**config.mk**
```make
export PLATFORM = sky130hd
export DESIGN_NAME = layer_compositor
export DESIGN_NICKNAME = d
export VERILOG_FILES = /design/src/rtl/compositor_pkg.sv /design/src/rtl/layer_compositor_pipe_delay.sv /design/src/rtl/layer_compositor.sv
export SDC_FILE = /design/constraint.sdc
export NUM_CORES = 1
export LEC_CHECK = 0
export ABC_AREA = 1
export CORE_ASPECT_RATIO = 0.7
export CORE_UTILIZATION = 36
export CTS_CLUSTER_SIZE = 8
export DETAILED_ROUTE_END_ITERATION = 7
export GPL_ROUTABILITY_DRIVEN = 0
export PLACE_DENSITY = 0.77
export SETUP_SLACK_MARGIN = 0.3
export SYNTH_ARGS = -nofsm -noshare
export SYNTH_HDL_FRONTEND = slang
export SYNTH_SLANG_ARGS = --single-unit
```
**constraint.sdc**
```tcl
create_clock -name Clk -period 1.6 [get_ports Clk]
set_clock_uncertainty 0.2 [all_clocks]
set_input_delay 0.32 -clock Clk [delete_from_list [all_inputs] [get_ports Clk]]
set_output_delay 0.32 -clock Clk [all_outputs]
set_load 0.01 [all_outputs]
```
**src/rtl/compositor_pkg.sv**
```systemverilog
// Shared types, default colours and helpers for the layer compositor.
// Game-state encoding as presented alongside the sprite hit flags.
package compositor_pkg;

   localparam int unsigned STATE_W = 3;
   localparam int unsigned RGB_W   = 8;

   typedef enum logic [STATE_W-1:0] {
      TITLE     = 3'b000,
      GAME_A    = 3'b001,
      GAME_B    = 3'b010,
      GAME_OVER = 3'b011,
      GAME_C    = 3'b100
   } game_state_e;

   localparam logic [23:0] DEF_TRANSPARENT = 24'hF442EE;
   localparam logic [23:0] DEF_BG_COLOR    = 24'h0000F0;
   localparam logic [23:0] DEF_TITLE_COLOR = 24'h00F0F0;

   // True for the states that draw the playfield (sprites, cursor, sky).
   function automatic logic is_game_state(input logic [STATE_W-1:0] s);
      logic r;
      r = 1'b0;
      case (s)
         GAME_A, GAME_B, GAME_C: r = 1'b1;
         default:                r = 1'b0;
      endcase
      return r;
   endfunction

endpackage

```
**src/rtl/layer_compositor_pipe_delay.sv**
```systemverilog
// Fixed-depth register delay line with synchronous clear; DEPTH=0 is a wire.
module pipe_delay #(
   parameter int unsigned WIDTH = 1,
   parameter int unsigned DEPTH = 1
) (
   input  logic             clk,
   input  logic             reset,
   input  logic [WIDTH-1:0] d,
   output logic [WIDTH-1:0] q
);

   generate
      if (DEPTH == 0) begin : g_wire
         assign q = d;
      end else begin : g_pipe
         logic [WIDTH-1:0] stage [DEPTH];

         always_ff @(posedge clk) begin
            if (reset) begin
               for (int unsigned i = 0; i < DEPTH; i++) stage[i] <= '0;
            end else begin
               stage[0] <= d;
               for (int unsigned i = 1; i < DEPTH; i++) stage[i] <= stage[i-1];
            end
         end

         assign q = stage[DEPTH-1];
      end
   endgenerate

endmodule

```
**src/rtl/layer_compositor.sv**
```systemverilog
// Merges N prioritised sprite layers, cursor with shot flash and game-state
// screen modes into registered VGA RGB, hiding palette ROM latency.
module layer_compositor
   import compositor_pkg::*;
#(
   parameter int unsigned         NUM_LAYERS   = 4,
   parameter int unsigned         COLOR_W      = 24,
   parameter int unsigned         ROM_LAT      = 2,
   parameter logic [COLOR_W-1:0]  TRANSPARENT  = COLOR_W'(DEF_TRANSPARENT),
   parameter logic [COLOR_W-1:0]  BG_COLOR     = COLOR_W'(DEF_BG_COLOR),
   parameter logic [COLOR_W-1:0]  TITLE_COLOR  = COLOR_W'(DEF_TITLE_COLOR),
   parameter int unsigned         FLASH_FRAMES = 4
) (
   input  logic                          Clk,
   input  logic                          Reset,
   input  logic                          frame_start,
   input  logic                          pixel_en,
   input  logic [STATE_W-1:0]            state,
   input  logic [NUM_LAYERS-1:0]         layer_hit,
   input  logic                          is_cursor,
   input  logic                          shot,
   input  logic [NUM_LAYERS*COLOR_W-1:0] layer_color,
   output logic [RGB_W-1:0]              VGA_R,
   output logic [RGB_W-1:0]              VGA_G,
   output logic [RGB_W-1:0]              VGA_B,
   output logic                          pix_valid
);

   localparam int unsigned FLAG_W  = NUM_LAYERS + 1 + STATE_W + 1;
   localparam int unsigned FLASH_W = (FLASH_FRAMES > 0) ? $clog2(FLASH_FRAMES + 1) : 1;
   localparam int unsigned CH_W    = COLOR_W / 3;

   logic [FLAG_W-1:0]     d_flags;
   logic [NUM_LAYERS-1:0] d_hit;
   logic                  d_cursor;
   logic [STATE_W-1:0]    d_state;
   logic                  d_en;

   logic [FLASH_W-1:0]    flash_cnt;
   logic                  shot_q;

   logic [COLOR_W-1:0]    comp_c;
   logic                  sel_found;

   // Flags wait here until the palette colour for the same pixel arrives.
   pipe_delay #(
      .WIDTH (FLAG_W),
      .DEPTH (ROM_LAT)
   ) u_flag_delay (
      .clk   (Clk),
      .reset (Reset),
      .d     ({layer_hit, is_cursor, state, pixel_en}),
      .q     (d_flags)
   );

   assign {d_hit, d_cursor, d_state, d_en} = d_flags;

   // Shot flash: rising edge reloads, frame_start counts down to zero.
   always_ff @(posedge Clk) begin
      if (Reset) begin
         shot_q    <= 1'b0;
         flash_cnt <= '0;
      end else begin
         shot_q <= shot;
         if (shot && !shot_q) begin
            flash_cnt <= FLASH_W'(FLASH_FRAMES);
         end else if (frame_start && (flash_cnt != '0)) begin
            flash_cnt <= flash_cnt - FLASH_W'(1);
         end
      end
   end

   // Pixel composition on the delayed flags and live palette data.
   always_comb begin
      comp_c    = '0;
      sel_found = 1'b0;
      if (d_en) begin
         if (d_state == TITLE) begin
            comp_c = TITLE_COLOR;
         end else if (is_game_state(d_state)) begin
            if (d_cursor) begin
               comp_c = (flash_cnt != '0) ? '0 : {COLOR_W{1'b1}};
            end else begin
               comp_c = BG_COLOR;
               for (int unsigned i = 0; i < NUM_LAYERS; i++) begin
                  if (!sel_found && d_hit[i] &&
                      (layer_color[i*COLOR_W +: COLOR_W] != TRANSPARENT)) begin
                     comp_c    = layer_color[i*COLOR_W +: COLOR_W];
                     sel_found = 1'b1;
                  end
               end
            end
         end
      end
   end

   always_ff @(posedge Clk) begin
      if (Reset) begin
         VGA_R     <= '0;
         VGA_G     <= '0;
         VGA_B     <= '0;
         pix_valid <= 1'b0;
      end else begin
         VGA_R     <= comp_c[3*CH_W-1 -: RGB_W];
         VGA_G     <= comp_c[2*CH_W-1 -: RGB_W];
         VGA_B     <= comp_c[CH_W-1 -: RGB_W];
         pix_valid <= d_en;
      end
   end

endmodule

```
==> impl_metrics.tcl <==
set metrics [dict create \
    status "complete, but fails checks" \
    failed_checks "setup timing" \
    cpPeakStageDelay_ps 260 \
    synthCells 402 \
    hold_ws_ps 202 \
    setup_viol 24 \
    nFillCells 524 \
    clkTransAtPathRegs_ps 100 \
    p_int_uw 2120 \
    hpwl_um 7790 \
    yosysSeqAreaShare 0.366 \
    fp.dieArea_um2 7480 \
    die-width_um 103 \
    drc 0 \
    drtIter0Drc 319 \
    async_flop_share 0 \
    r2r_setup_slack_ps -40 \
    ys_warn_count 0 \
    pre_cts_slack_ps -836 \
    rows 25 \
    peakVddDrop_mv 0.554 \
    powerDensity_nw_per_um2 594 \
    fin_crit_sh 1.18 \
    io_pins 134 \
    clock_path_buffers 2 \
    wl_um 12100 \
    clock-root-buffer "clkbuf_8" \
    synth_cell_types 29 \
    ys_ff_latch 47 \
    fmax_ghz 0.529 \
    combPwrFrac 0.282 \
    fin_ws_ps -289 \
    clock_latency_ps 310 \
    grt-ovfl-total 0 \
    syn_nets 513 \
    hold_violations 0 \
    power.leakage_uw 0.00255 \
    wire_per_inst_um 16.4 \
    yosys.area.top_type_share 0.366 \
    grt_max_degree 21 \
    rsz0062_at_grt "true" \
    hold_path.startpoint "u_flag_delay.g_pipe.stage[0][4]" \
    r2r-end "VGA_G[1]" \
    n_antenna_cell 0 \
    grt_pass1_vias 3673 \
    final_core_util 0.733 \
    cts_buffers 5 \
    drtAntennaViolNets 0 \
    cts_tree "built" \
    hp-class "flop to flop" \
    timing.rr.start "flash_cnt[0]" \
    grt_pass1_wl_um 17300 \
    track_usage 0.307 \
    r2r_cells 8 \
    syn_area_um2 2570 \
    crit_slowest_cell "clkdlybuf4s15_1" \
    cap_violations 0 \
    clkSinkCount 47 \
    synth.area.top_cells "dfxtp_1 (37%), nand2_1 (14%), inv_1 (9.1%)" \
    hold_path_depth 2 \
    layout_min_cycle_time_ps 1890 \
    whs_endpoint "u_flag_delay.g_pipe.stage[0][13]" \
    dr_total_vias 3856 \
    arrival_ps 1890 \
    core_um2 6820 \
    first_pass_iters 5 \
    critPathMaxFanout 6 \
    pwr-share-clk 0.305 \
    multi_input_area_um2 1660 \
    worstSetupPathType "input pin to flop" \
    drive_gt1_frac 0.459 \
    synth_edf_count 0 \
    path_cells "clkdlybuf4s15_1 > nor2_2 > nand3_2 > nor2_2 > nand3_2 > nand4_4 > buf_8 > nor2_2 > nor2_2 > nand3_1 > nand2_1 > inv_1" \
    critPathLaunchType "input pin" \
    viasPerCell 5.23 \
    path_common_cell "nor2_2" \
    synthFlopType "dfxtp_1" \
    start_util 0.377 \
    worst_pin_slew_ps 442 \
    drv_slew 0 \
    fin_nets 753 \
    htree_levels 2 \
    antenna_found_initial 0 \
    die_h_um 72.7 \
    p_seq_frac 0.413 \
    portBuffers 133 \
    area_growth_pct 94.5 \
    ff_latch_area_um2 953 \
    yosys.area.top_type "dfxtp_1" \
    avgSynthCellArea_um2 6.39 \
    critPathCaptureType "flop" \
    switchingPower_uw 852 \
    cp_data_required_time_ps 1600 \
    swShare 0.287 \
    timing.slew.headroom 0.702 \
]
[layout make-up]
class,count,share of cell area
Tap cell,94,0.0235
Inverter,66,0.0526
Sequential cell,47,0.191
Timing Repair Buffer,247,0.378
Multi-Input combinational cell,275,0.332
Clock buffer,5,0.0138
Clock inverter,3,0.00926
[cell families after synthesis]
logic type               count (synthesis)  share of synthesized area
buffers and inverters                   80                      0.127
flip-flops                              47                      0.366
adder cells (fa/ha/maj)                  2                    0.00974
AO/OA/AOI/OAI                           48                      0.108
XOR/XNOR                                 1                    0.00341
AND/OR/NAND/NOR                        224                      0.386
[layer usage]
metal / global-route usage / part of all wire
met4: 0.156 / 0.054
met5: 0 / 0
met2: 0.513 / 0.45
met3: 0.0670 / 0.097
met1: 0.375 / 0.39
[repair_timing]
action                                  in CTS  in global routing
pin swaps                                   82                 35
setup buffers                               52                  7
gates resized for setup                    349                 92
hold buffers                                 0                  0
endpoints found under the setup margin      52                 38
[sequential cells by signal, indices dropped and copies added (netlist names)]
register                   cells
flash_cnt                      3
VGA_G                          8
VGA_B                          8
pix_valid                      1
VGA_R                          8
shot_q                         1
u_flag_delay.g_pipe.stage     18
[synth_stat cells, types with 5 or more instances]
library cell and instances:
a21oi_1 16, nand3_1 44, o21ai_0 7, buf_2 6
nand4_1 11, nor2_1 60, nand3b_1 6, inv_1 62
a31oi_1 12, dfxtp_1 47, clkbuf_1 5, nand2_1 95
[critical path, delay by kind of cell]
family	cells	cell delay, ps
buf+inv	3	450
simple gates	9	1120
[placed cells by master (no fill, tap or decap), types with 2 or more instances in the layout]
master	instances
a21oi_1	6
a21oi_2	5
a21oi_4	5
a31oi_1	12
buf_2	33
buf_4	104
buf_6	15
buf_8	2
clkbuf_2	28
clkbuf_8	5
clkdlybuf4s15_1	8
clkdlybuf4s50_1	12
dfxtp_1	37
dfxtp_2	10
dlygate4sd2_1	44
inv_1	48
inv_2	13
inv_4	3
nand2_1	85
nand2_2	9
nand2_4	4
nand3_1	26
nand3_2	18
nand3b_1	6
nand4_1	11
nor2_1	35
nor2_2	18
nor2_4	8
o21ai_0	3
o21ai_1	5
o21ai_2	3
o21bai_1	3
o22ai_1	4
[power by group through the flow]
stage	clock network [uW]	logic (uW)	registers (uW)
floorplan	0	227	1250
global placement	0	676	1250
detailed placement	0	687	1250
CTS	909	748	1220
global route	960	887	1230
finish	906	839	1230
[worst max path at each step]
stage	end	slack, ps	from	cells after the start
2_1_floorplan	VGA_B[5]	-120	layer_color[10]	13
6_report	VGA_G[0]	-290	layer_color[58]	12
4_1_cts	VGA_B[7]	-150	layer_color[13]	14
3_3_place_gp	VGA_G[1]	-820	layer_color[12]	13
5_1_grt	VGA_G[4]	-330	layer_color[58]	12
3_5_place_dp	VGA_B[7]	-840	layer_color[12]	15
[per-stage QoR]
step / cells / total power (uW) / instance area [um2] / TNS, ps
finish: 737 / 2970 / 5000 / -5510
CTS: 730 / 2880 / 4880 / -2270
global route: 737 / 3080 / 5000 / -6450
floorplan: 402 / 1480 / 2600 / -1880
detailed placement: 670 / 1940 / 4380 / -18480
global placement: 670 / 1920 / 4380 / -17980
No activity file was read; power rests on OpenSTA's default activity.
